## config.mk

```make
export PLATFORM = sky130hd
export DESIGN_NAME = median3x3_scanner
export DESIGN_NICKNAME = d
export VERILOG_FILES = /design/src/rtl/median_pkg.sv /design/src/rtl/line_buffer.sv /design/src/rtl/median3x3_scanner.sv
export SDC_FILE = /design/constraint.sdc
export NUM_CORES = 1
export LEC_CHECK = 0
export ABC_AREA = 1
export CELL_PAD_IN_SITES_DETAIL_PLACEMENT = 0
export CELL_PAD_IN_SITES_GLOBAL_PLACEMENT = 1
export CORE_MARGIN = 4
export CORE_UTILIZATION = 41
export CTS_CLUSTER_DIAMETER = 100
export DETAILED_ROUTE_END_ITERATION = 8
export DONT_BUFFER_PORTS = 1
export HOLD_SLACK_MARGIN = 0.12
export PLACE_DENSITY_LB_ADDON = 0.25
export SLEW_MARGIN = 20
export SYNTH_ARGS = -nofsm -noshare
export SYNTH_HDL_FRONTEND = slang
export SYNTH_HIERARCHICAL = 1
export SYNTH_SLANG_ARGS = --single-unit
export TNS_END_PERCENT = 1
```

## constraint.sdc

```tcl
create_clock -name clk -period 7.8 [get_ports clk]
set_clock_uncertainty 0.15 [all_clocks]
set_input_delay 1.56 -clock clk [delete_from_list [all_inputs] [get_ports clk]]
set_output_delay 1.56 -clock clk [all_outputs]
set_load 0.05 [all_outputs]
```

## src/rtl/median_pkg.sv

```systemverilog
// Shared defaults, FSM encoding and the window popcount for the 3x3 binary median scanner.
package median_pkg;

    localparam int IMWIDTH_DEF  = 240;
    localparam int IMHEIGHT_DEF = 180;
    localparam int THRESH_DEF   = 5;
    localparam int CW           = 8;

    typedef enum logic [1:0] {
        IDLE  = 2'd0,
        SCAN  = 2'd1,
        DRAIN = 2'd2,
        DONE  = 2'd3
    } state_t;

    function automatic logic [3:0] popcount9(input logic [8:0] b);
        logic [3:0] cnt;
        cnt = 4'd0;
        for (int i = 0; i < 9; i++) begin
            cnt = cnt + {3'b000, b[i]};
        end
        return cnt;
    endfunction

endpackage

```

## src/rtl/line_buffer.sv

```systemverilog
// One-bit shift register of LEN taps; the output is the bit shifted in LEN enables ago.
module line_buffer #(
    parameter int LEN = 241
) (
    input  logic clk,
    input  logic rst,
    input  logic i_clr,
    input  logic i_en,
    input  logic i_din,
    output logic o_dout
);

    logic [LEN-1:0] r_sr;

    always_ff @(posedge clk or posedge rst) begin
        if (rst) begin
            r_sr <= '0;
        end else if (i_clr) begin
            r_sr <= '0;
        end else if (i_en) begin
            r_sr <= {r_sr[LEN-2:0], i_din};
        end
    end

    assign o_dout = r_sr[LEN-1];

endmodule

```

## src/rtl/median3x3_scanner.sv

```systemverilog
// Raster-scans a 1-bit image with one zero pad column/row and streams a 3x3 majority filter.
module median3x3_scanner
    import median_pkg::*;
#(
    parameter int IMWIDTH  = IMWIDTH_DEF,
    parameter int IMHEIGHT = IMHEIGHT_DEF,
    parameter int THRESH   = THRESH_DEF
) (
    input  logic          clk,
    input  logic          rst,
    input  logic          start,
    output logic          busy,
    output logic          done,
    output logic [CW-1:0] xAddr,
    output logic [CW-1:0] yAddr,
    input  logic          pixelIn,
    output logic          outValid,
    output logic          outPixel,
    output logic [CW-1:0] outX,
    output logic [CW-1:0] outY
);

    localparam logic [CW-1:0] W_C = CW'(IMWIDTH);
    localparam logic [CW-1:0] H_C = CW'(IMHEIGHT);
    localparam logic [3:0]    T_C = 4'(THRESH);

    state_t        r_state, w_next;
    logic [CW-1:0] r_vx, r_vy;
    logic          r_drain;
    logic          w_start_acc, w_row_end, w_mem;

    // Sample in flight: address issued last cycle, pixelIn valid this cycle
    logic          r_p_vld, r_p_pad, r_p_out;
    logic [CW-1:0] r_p_x, r_p_y;

    logic          w_smp, w_top, w_mid;
    logic [2:0]    r_wl, r_wm, w_col;
    logic [3:0]    w_cnt;

    assign w_start_acc = (r_state == IDLE) && start;
    assign w_row_end   = (r_vx == W_C);
    assign w_mem       = (r_state == SCAN) && (r_vx < W_C) && (r_vy < H_C);

    always_ff @(posedge clk or posedge rst) begin
        if (rst) r_state <= IDLE;
        else     r_state <= w_next;
    end

    always_comb begin
        w_next = r_state;
        case (r_state)
            IDLE:  if (start) w_next = SCAN;
            SCAN:  if (w_row_end && (r_vy == H_C)) w_next = DRAIN;
            DRAIN: if (r_drain) w_next = DONE;
            DONE:  w_next = IDLE;
            default: w_next = IDLE;
        endcase
    end

    always_ff @(posedge clk or posedge rst) begin
        if (rst) begin
            r_vx    <= '0;
            r_vy    <= '0;
            r_drain <= 1'b0;
        end else begin
            r_drain <= (r_state == DRAIN);
            if (w_start_acc) begin
                r_vx <= '0;
                r_vy <= '0;
            end else if (r_state == SCAN) begin
                if (w_row_end) begin
                    r_vx <= '0;
                    r_vy <= r_vy + 1'b1;
                end else begin
                    r_vx <= r_vx + 1'b1;
                end
            end
        end
    end

    assign busy  = (r_state == SCAN) || (r_state == DRAIN);
    assign done  = (r_state == DONE);
    assign xAddr = w_mem ? r_vx : '0;
    assign yAddr = w_mem ? r_vy : '0;

    always_ff @(posedge clk or posedge rst) begin
        if (rst) begin
            r_p_vld <= 1'b0;
            r_p_pad <= 1'b0;
            r_p_out <= 1'b0;
            r_p_x   <= '0;
            r_p_y   <= '0;
        end else begin
            r_p_vld <= (r_state == SCAN);
            r_p_pad <= !w_mem;
            r_p_out <= (r_state == SCAN) && (r_vx != '0) && (r_vy != '0);
            r_p_x   <= r_vx - 1'b1;
            r_p_y   <= r_vy - 1'b1;
        end
    end

    assign w_smp = r_p_vld && !r_p_pad && pixelIn;

    line_buffer #(.LEN(IMWIDTH + 1)) u_lb_mid (
        .clk(clk), .rst(rst), .i_clr(w_start_acc), .i_en(r_p_vld),
        .i_din(w_smp), .o_dout(w_mid)
    );

    line_buffer #(.LEN(IMWIDTH + 1)) u_lb_top (
        .clk(clk), .rst(rst), .i_clr(w_start_acc), .i_en(r_p_vld),
        .i_din(w_mid), .o_dout(w_top)
    );

    // The newest column is used combinationally so the result registers with the sample
    assign w_col = {w_top, w_mid, w_smp};
    assign w_cnt = popcount9({r_wl, r_wm, w_col});

    always_ff @(posedge clk or posedge rst) begin
        if (rst) begin
            r_wl <= '0;
            r_wm <= '0;
        end else if (w_start_acc) begin
            r_wl <= '0;
            r_wm <= '0;
        end else if (r_p_vld) begin
            r_wl <= r_wm;
            r_wm <= w_col;
        end
    end

    always_ff @(posedge clk or posedge rst) begin
        if (rst) begin
            outValid <= 1'b0;
            outPixel <= 1'b0;
            outX     <= '0;
            outY     <= '0;
        end else begin
            outValid <= r_p_vld && r_p_out;
            outPixel <= r_p_vld && r_p_out && (w_cnt >= T_C);
            outX     <= (r_p_vld && r_p_out) ? r_p_x : '0;
            outY     <= (r_p_vld && r_p_out) ? r_p_y : '0;
        end
    end

endmodule

```

# After elaboration in Yosys (flattened, before gate mapping)

Cells that the tools add are included.

Add/sub/neg operators: 12
Order comparisons: 3
Equal/unequal tests: 8
Mux-type cells: 22
Reductions and logical operators: 21

Operators by type and width:

| kind                  | count |
|---|---|
| $mux W241             | 4 |
| $mux W8               | 10 |
| $add A4 B1 Y4         | 5 |
| $add A8 B1 Y8 const B | 2 |
| $eq A8 B8 Y1 const B  | 2 |
| $lt A8 B8 Y1 const B  | 2 |
| $reduce_bool A8 Y1    | 2 |
| $sub A8 B1 Y8 const B | 2 |
| $mux W3               | 4 |
| $logic_and A1 B1 Y1   | 10 |
| $pmux W2 S4           | 1 |
| $mux W2               | 3 |
| $ne A2 B2 Y1 const B  | 3 |
| $reduce_bool A2 Y1    | 3 |
| $add A3 B1 Y4         | 1 |
| $eq A2 B2 Y1 const B  | 2 |
| $ge A4 B3 Y1 const B  | 1 |
| $add A2 B1 Y3         | 1 |
| $reduce_and A3 Y1     | 1 |
| $add A1 B1 Y2         | 1 |
| $eq A2 B1 Y1 const B  | 1 |
| $logic_not A1 Y1      | 2 |
| $logic_not A2 Y1      | 1 |
| $reduce_and A2 Y1     | 1 |
| $logic_or A1 B1 Y1    | 1 |

Flip-flop bits (word level): 544
Bits of input ports: 4
Logic and storage cells: 83

# Depth between registers and ports, before layout

Gate-level depths: netlist of the first run.

Word-level depth: 13
Gate-level depth with buffers: 13

# Cells and area by module

The synthesis of the first run kept the hierarchy.

By module, submodules not included:

| module            | instances | cells an instance | area an instance (um^2) |
|---|---|---|---|
| line_buffer       | 2         | 1046              | 9616.7 |
| median3x3_scanner | 1         | 350               | 3175.5 |

# Least setup slack after synthesis of the first run

OpenSTA, ideal clock, no wires.

Path type: input to register
From: input port pixelIn
To: register outPixel
Data arrival time: 4.321 ns
Required time: 7.568 ns
Setup slack: 3.246 ns
Stages: 13
Cell sequence: nand2_1 -> nor2_1 -> inv_1 -> fa_1 -> fa_1 -> fa_1 -> inv_1 -> fa_1 -> inv_1 -> fa_1 -> inv_1 -> o21ai_0 -> a31oi_1

Longest elaborated chain between the ends: 11

RTL lines:

| item                       | line                     | text |
|---|---|---|
| from (decl)                | median3x3_scanner.sv:16  | `input logic pixelIn,` |
| $logic_and A1 B1 Y1        | median3x3_scanner.sv:102 | `assign w_smp = r_p_vld && !r_p_pad && pixelIn;` |
| via w_smp                  | median3x3_scanner.sv:36  | `logic w_smp, w_top, w_mid;` |
| $add A1 B1 Y2              | median_pkg.sv:20         | `cnt = cnt + {3'b000, b[i]};` |
| $add A2 B1 Y3              | median_pkg.sv:20         |  |
| $add A3 B1 Y4              | median_pkg.sv:20         |  |
| $add A4 B1 Y4 (5 in a row) | median_pkg.sv:20         |  |
| $ge A4 B3 Y1               | median3x3_scanner.sv:139 | `outPixel <= r_p_vld && r_p_out && (w_cnt >= T_C);` |
| $logic_and A1 B1 Y1        | median3x3_scanner.sv:139 |  |
| to (signal assigned)       | median3x3_scanner.sv:139 |  |
| to (decl)                  | median3x3_scanner.sv:18  | `output logic outPixel,` |

The timed path passes the listed nets, and every way through them passes these cells.
A chain may end at the register's enable or synchronous reset.

# Worst setup path after layout of the first run

From: register r_state[1]
To: output port yAddr[7]

Longest elaborated chain between the ends: 4

RTL lines:

| item                             | line                    | text |
|---|---|---|
| from (decl)                      | median3x3_scanner.sv:27 | `state_t r_state, w_next;` |
| from (signal assigned)           | median3x3_scanner.sv:46 | `else r_state <= w_next;` |
| $eq A2 B1 Y1                     | median3x3_scanner.sv:42 | `assign w_mem = (r_state == SCAN) && (r_vx < W_C) && (r_vy < H_C);` |
| $logic_and A1 B1 Y1 (2 in a row) | median3x3_scanner.sv:42 |  |
| $mux W8                          | median3x3_scanner.sv:84 | `assign yAddr = w_mem ? r_vy : '0;` |
| to (decl)                        | median3x3_scanner.sv:15 | `output logic [CW-1:0] yAddr,` |

Every way passes these cells.

==> results summary, run 1 <==
The ratio of cells with drive above 1 in the final layout came out at 0.06553. The core area came out at 53920 um^2. The final count of negative-setup-slack endpoints is 0. The clock-pin transition on the worst setup and hold timing paths is 60 ps.

The number of sinks on the clock net is 544. The residual antenna-violating net count after detailed routing came out at 0. The number of buffers on the longest clock path came out at 3. The biggest area contributor in the post-synthesis netlist is sky130_fd_sc_hd__dfrtp_1.

The worst hold path belongs to the class flop to flop. Once placement finished, the instance area stood at 22310 um^2. The source-to-sink clock delay at the later pin of the worst-skew pair came out at 610 ps. The I/O pin count is 40. The first detailed-routing pass ran for 5 iterations. STA classifies the critical path startpoint as a flop. The CTS buffer count came out at 58. Counting flops and latches in the post-synthesis netlist gives 544.

For this run, the leading register cell type out of synthesis is sky130_fd_sc_hd__dfrtp_1. The post-detailed-routing wire length is 39770 um. The arrival time of the worst setup path is 2950 ps. The finished layout cell area is 24330 um^2. The worst setup path is captured at a primary output. Detailed routing inserted a total of 15283 vias. The detailed-placement wirelength estimate is 19580 um. The peak fanout along the critical path is 17. Ranked by total cell area, the synthesized netlist is headed by sky130_fd_sc_hd__dfrtp_1 (61%), sky130_fd_sc_hd__nand2_1 (17%), sky130_fd_sc_hd__nand3_1 (11%). Synthesis produced a netlist with a net count of 2464. The combinational power share is 0.229. The switching part of the total came out at 0.3550. The net count reported at finish is 2372. The max-slew violation total from the final report came to 0. The number of filler cells placed in the layout came out at 5100.

The remaining routing DRC violations came out at 0. The flow ran to the end, and the final reports show no timing, DRC or antenna violations. In the final routed layout, each cell accounts on average for 12.86 um. The count of yosys warnings during synthesis is 6.

The hold violation total from the final report is 0. On the final layout, the worst hold slack is 318.2 ps. The critical path start-end classification is flop to primary output.

The area of the die came out at 58460 um^2. In this run the clock root is driven by a sky130_fd_sc_hd__clkbuf_16. Power spread over the standard cell area amounts to 314.8 nW/um^2. Of the total power, registers draw 0.400. The chip width is 241.8 um. The CTS tree is built. After synthesis, the netlist uses 35 different library cells. At the pin with the least slew margin, the transition time is 1196 ps. The antenna diode instance count is 0.

Port buffering added 0 buffers. The wire length of the first global-routing pass is 71640 um. The area growth from synthesis to layout is 8.587%. In this run the cell area of the synthesized design comes to 22410 um^2. After technology mapping, the gate count stands at 2442. The post-CTS repair timing setup buffer count came out at 0. The initial antenna violation count came to 0.

Global routing finished with a remaining overflow of 0. The fraction of the core area covered by cells at the end of the flow is 0.4513. The share of synthesized area in the top cell type comes to 0.6075. For this design the total switching power over the nets is 2.720 mW. The data required time of the critical path is 6090 ps. The mean instance size in the synthesized netlist came out at 9.176 um^2.

The maximum resistive drop on vdd came out at 0.0003982 V. At the end of routability-driven placement, the weighted congestion stood at 0.7738. The overall track demand over capacity in global routing came out at 0.1375.

The share of the Yosys chip area taken by registers is 0.6075. The final period demand of the worst path came out at 4657 ps. Summed over all cells, the static leakage comes to 13.41 nW.

Of the available clock period, the critical path in the final layout requires 0.5971. Setup repair after global routing left no endpoint under its margin. The initial utilization of the core area, before any placement, comes to 0.4156.

The via count of the first global-routing pass is 15062. Max-cap violations in this run came to 0. After the first detailed-routing iteration, the DRC count stood at 1494.

The number of synthesized flops with an enable pin is 0. The number of cell rows is 85. The fraction of synthesis flops using an asynchronous set or reset pin came out at 1.000.

The ratio of routed vias to standard cells came out at 4.943. The H-tree generated during clock tree synthesis spans 2 levels. The pin count of the biggest net entering global routing came out at 242. The number of gates resized after cts is 0.

The number of hold-repair buffers added at the cts stage came out at 0. The share of total power dissipated in the clock network is 0.371. The headroom to the max-slew limit came out at 0.2026.

The highest clock frequency the design can meet came out at 214.7 MHz. The die boundary height is 241.8 um. The internal power component is 4.941 mW. The overall power after layout came out at 7.661 mW.
## area by class of cell
class	instances	area, um^2	area share
Inverter	71	290.3	0.01193
Timing Repair Buffer	14	158.9	0.006530
Tap cell	696	870.8	0.03579
Clock buffer	82	1712	0.07034
Clock inverter	24	304.0	0.01249
Sequential cell	544	13620	0.5596
Multi-Input combinational cell	1661	7381	0.3033
## cell usage after synthesis (4+ instances only)
master                     instances
sky130_fd_sc_hd__nand3_1         505
sky130_fd_sc_hd__buf_6            43
sky130_fd_sc_hd__o21ai_0          13
sky130_fd_sc_hd__a21oi_1           7
sky130_fd_sc_hd__fa_1              5
sky130_fd_sc_hd__inv_2             6
sky130_fd_sc_hd__buf_1             4
sky130_fd_sc_hd__nor2_2            5
sky130_fd_sc_hd__inv_1            63
sky130_fd_sc_hd__dfrtp_1         544
sky130_fd_sc_hd__buf_2            63
sky130_fd_sc_hd__ha_1             13
sky130_fd_sc_hd__nor2_1           43
sky130_fd_sc_hd__nand2_2           8
sky130_fd_sc_hd__nand2_1        1014
sky130_fd_sc_hd__nor2_4           10
sky130_fd_sc_hd__xor2_1           14
sky130_fd_sc_hd__buf_4            28
sky130_fd_sc_hd__clkbuf_1         27
## critical path: stages, from the launching register on
cell                      delay, ps
sky130_fd_sc_hd__dfrtp_1        410
sky130_fd_sc_hd__inv_1          120
sky130_fd_sc_hd__ha_1           420
sky130_fd_sc_hd__inv_2          110
sky130_fd_sc_hd__nor3_4         240
sky130_fd_sc_hd__o21ai_4        250
sky130_fd_sc_hd__nor2_1         780
## worst paths after layout
| kind | start | endpoint | slack (ps) | depth (start not counted) |
|---|---|---|---|---|
| max reg2reg | r_p_vld | outPixel | 3810 | 13 |
| min | u_lb_top/r_sr[125] | u_lb_top/r_sr[125] | 320 | 2 |
| min in group asynchronous | rst | r_wl[1] | 570 | 1 |
| max | r_state[1] | yAddr[7] | 3140 | 6 |
| max in group asynchronous | rst | u_lb_top/r_sr[3] | 5350 | 2 |
| min reg2reg | u_lb_top/r_sr[125] | u_lb_top/r_sr[125] | 320 | 2 |
## registers in the layout, summed over array words and instances, names as in the netlist, 8 cells and up
name           count
outX               8
r_p_x              8
r_p_y              8
r_vx               8
u_lb_mid/r_sr    241
u_lb_top/r_sr    241
outY               8
r_vy               8
## routing by layer
layer | vias to the layer above | GRT usage | wire length (um)
met1 | 7446 | 0.1912 | 19500
li1 | 7551 | - | -
met3 | 56 | 0.02869 | 1782
met2 | 230 | 0.2182 | 17690
met5 | - | 0 | 0
met4 | 0 | 0.04354 | 795
## kinds of logic (layout without fill, tap and decap cells)
kind of cell | count (synthesis) | in the layout | synth area share
compound gates | 33 | 33 | 0.008766
buf+inv | 237 | 191 | 0.06315
fa+ha+maj | 18 | 18 | 0.01173
xor+xnor | 15 | 15 | 0.005863
flops | 544 | 544 | 0.6075
simple gates | 1595 | 1595 | 0.3030
## metrics by stage
stage,setup TNS (ps),instances,setup WS [ps]
final,0,3092,3143
after global routing,0,3092,2981
after CTS,0,3092,3042
after detailed placement,0,2986,3093
after global placement,0,2986,3061
after floorplan,-126880,2442,-526.5
## power by group through the flow
stage / clock network [mW] / registers (mW) / logic [mW]
global placement: 0 / 3.11 / 1.78
finish: 2.84 / 3.06 / 1.76
global route: 3.07 / 3.08 / 1.98
floorplan: 0 / 3.05 / 1.75
CTS: 2.95 / 3.07 / 1.79
detailed placement: 0 / 3.11 / 1.79
## placed cells by master (no fill, tap or decap), types with 6 or more instances in the layout
cell type	synthesis	layout
sky130_fd_sc_hd__clkbuf_16	0	58
sky130_fd_sc_hd__xor2_1	14	14
sky130_fd_sc_hd__ha_1	13	13
sky130_fd_sc_hd__buf_4	28	9
sky130_fd_sc_hd__dfrtp_1	544	543
sky130_fd_sc_hd__nor2_4	10	10
sky130_fd_sc_hd__a21oi_1	7	7
sky130_fd_sc_hd__clkinv_2	0	10
sky130_fd_sc_hd__nor2_1	43	43
sky130_fd_sc_hd__inv_1	63	60
sky130_fd_sc_hd__clkbuf_1	27	7
sky130_fd_sc_hd__nand3_1	505	505
sky130_fd_sc_hd__o21ai_0	13	13
sky130_fd_sc_hd__clkbuf_8	0	17
sky130_fd_sc_hd__nand2_1	1014	1014
sky130_fd_sc_hd__nand2_2	8	8
sky130_fd_sc_hd__bufinv_16	0	6
No activity file was read; power rests on OpenSTA's default activity.
==> inputs of run 2 (changes only) <==
clock period = 4.67 ns   (was 7.8 ns; I/O delays follow)
==> results summary, run 2 (synthesis results as in run 1) <==
The post-detailed-routing wire length is 40380 um (+1.5%). The final count of negative-setup-slack endpoints is 0 (unchanged). The data required time of the critical path was 3590 ps (-2500 ps). The signal on the critical path passes through inv_1 > ha_1 > buf_4 > inv_2 > nor3_4 > o21ai_4 > nor2_1. The chip width is 241.8 um (unchanged). The leakage dissipation is 13.43 nW (+0.16%). The CTS buffer count is 59 (+1.7%). The final period demand of the worst path is 3848 ps. The clock-pin transition on the worst setup and hold timing paths was 60 ps (about the same). Setup repair after global routing left no endpoint under its margin.

The final standard cell count with taps included and fillers excluded came out at 3097 (+0.16%). The largest stage delay on the critical path came out at 770 ps (about the same). The ratio of routed vias to standard cells came out at 4.950 (+0.15%).

The number of buffers on the longest clock path came out at 3 (unchanged). The starting DRC count in detailed routing is 1493 (-0.067%). The worst path buffer plus inverter count came to 3 (+1).

The worst setup slack for register-to-register paths is 1030 ps (-2780 ps). The number of port buffers came out at 0 (unchanged). The detailed-placement wirelength estimate is 20000 um (+2.2%). In this design, the largest share of critical-path delay is due to simple AND/OR/NAND/NOR gates. The critical path's slowest cell is sky130_fd_sc_hd__nor2_1. The number of gates resized after cts came out at 0 (unchanged).

The post-CTS repair timing setup buffer count came to 0 (unchanged). The critical path start-end classification is flop to primary output. The initial standard-cell utilization of the core was 0.4156 (unchanged).

The ratio of cells with drive above 1 in the final layout came out at 0.06289 (-0.002635). The hold violation total from the final report came out at 0 (unchanged). The final worst-path cycle share came out at 0.8241. The tightest min-delay check is of the primary input to async pin type. The finished layout cell area is 24370 um^2 (+0.16%). The maximum resistive drop on vdd was 0.0005639 V (+42%). The worst setup path is launched from a flop. The I/O pin count is 40 (unchanged). The residual antenna-violating net count after detailed routing is 0 (unchanged). The final-layout setup total negative slack is 0 ps (unchanged). The area growth from synthesis to layout is 8.766%.

The source-to-sink clock delay at the later pin of the worst-skew pair came out at 600 ps (about the same). The slew at the pin closest to its max-slew limit is 1043 ps (-153.1 ps). The pin count of the biggest net entering global routing is 228 (-5.8%). The number of sinks on the clock net is 544 (unchanged).

The net count reported at finish came out at 2380 (+0.34%). The max-slew violation total from the final report came out at 0 (unchanged). The area of the die is 58460 um^2 (unchanged). The area occupied by multi-input gates is 7381 um^2 (unchanged).

The overall track demand over capacity in global routing is 0.1389 (+0.001428). The number of cells on the worst reg-to-reg path came out at 13 (unchanged). In the final layout, the registers with the most flip-flops are u_lb_mid/r_sr x241, u_lb_top/r_sr x241. The via count of the first global-routing pass came out at 14895 (-1.1%).

The headroom to the max-slew limit came to 0.3047 (+0.1021). The instance area at placement came to 22410 um^2 (+0.43%). STA classifies the critical path endpoint as a primary output. The number of search-and-repair iterations in the first detailed-routing pass is 7 (+2). The arrival time of the worst setup path is 2760 ps (-190 ps).

The count of vias placed by the detailed router is 15330 (+0.31%). The number of max-cap violations is 0 (unchanged). The source of the worst register-to-register timing path is r_p_vld.

The initial antenna violation count came out at 0 (unchanged). The H-tree level count came out at 2 (unchanged). The flow ran to the end, and the final reports show no timing, DRC or antenna violations.

The register area is 13620 um^2 (unchanged). The antenna diode instance count is 0 (unchanged). The core area is 53920 um^2 (unchanged).

The die boundary height is 241.8 um (unchanged). The worst setup margin is 821.6 ps (-2321 ps). The worst-case setup slack after placement is 541.9 ps (-2551 ps).

The total power divided by cell area came out at 524.3 nW/um^2 (+67%). TritonCTS built the clock tree. The wire length of the first global-routing pass came out at 72020 um (+0.54%). The library cell used most frequently in the layout, excluding fill and tap cells, is sky130_fd_sc_hd__nand2_1.

The weighted congestion at the end of routability-driven global placement is 0.7931 (+2.5%). Leaving out fill and tap cells, the most frequent cells in the layout are sky130_fd_sc_hd__nand2_1 (1014), sky130_fd_sc_hd__dfrtp_1 (543), sky130_fd_sc_hd__nand3_1 (505), sky130_fd_sc_hd__clkbuf_16 (61), sky130_fd_sc_hd__inv_1 (60). The highest clock frequency the design can meet is 259.8 MHz.

The remaining routing DRC violations came out at 0 (unchanged). The number of filler cells placed in the layout is 5098 (-0.039%). The routed length per instance is 13.04 um (+1.4%). The global-route congestion overflow total is 0 (unchanged). The number of placed cells counting well taps is 2992 (+0.20%). In this run the clock root is driven by a sky130_fd_sc_hd__clkbuf_16.

The number of cell rows was 85 (unchanged). The number of hold-repair buffers added at the cts stage is 1 (+1). The peak fanout along the critical path is 17 (unchanged). The worst flop-to-flop path endpoint is outPixel.
-- run 2: cell count changes in the layout (fill, tap and decap cells not counted), sizes merged --
cell	change
dlygate4sd3	+1
bufinv	-1
clkbuf	+8
inv	-2
clkinv	-4
clkinvlp	-3
buf	+6
-- run 2: worst max-delay path by stage --
stage / cells after the start / to / start / slack (ps)
detailed placement: 13 / outPixel / pixelIn / 540
floorplan: 1 / u_lb_top/r_sr[0] / rst / -3030
global placement: 13 / outPixel / pixelIn / 560
global route: 7 / yAddr[7] / r_state[1] / 600
CTS: 7 / yAddr[7] / r_state[1] / 740
finish: 7 / yAddr[7] / r_state[1] / 820
-- run 2: through the flow --
step | power (mW) | utilization | hold WS, ps
4_1_cts | 13.04 | 0.4520 | 155.3
5_1_grt | 13.56 | 0.4520 | 200.0
3_5_place_dp | 8.263 | 0.4156 | 308.9
6_report | 12.78 | 0.4520 | 163.8
2_1_floorplan | 8.008 | - | 291.9
3_3_place_gp | 8.250 | 0.4156 | 303.5
-- run 2: power by group --
| group | internal, mW | switching [mW] |
|---|---|---|
| Sequential | 4.89 | 0.159 |
| Clock | 2.84 | 1.82 |
| Combinational | 0.532 | 2.54 |
| Total | 8.26 | 4.52 |
-- run 2: layout make-up --
class	instances	share of cell area
tap	696	0.03573
sequential	544	0.5587
multi-input combinational	1661	0.3028
clock inverter	14	0.008162
inverter	71	0.01191
clock buffer	90	0.07202
timing repair buffer	21	0.01068
-- run 2: metal layers --
metal  up-vias  track usage  routed length, um  share of wire
met3        67      0.02869               1593          0.039
met5         -            0                  0              0
met4         0      0.04507                988          0.024
li1       7581            -                  -              -
met2       176       0.2182              17880           0.44
met1      7506       0.1948              19920           0.49
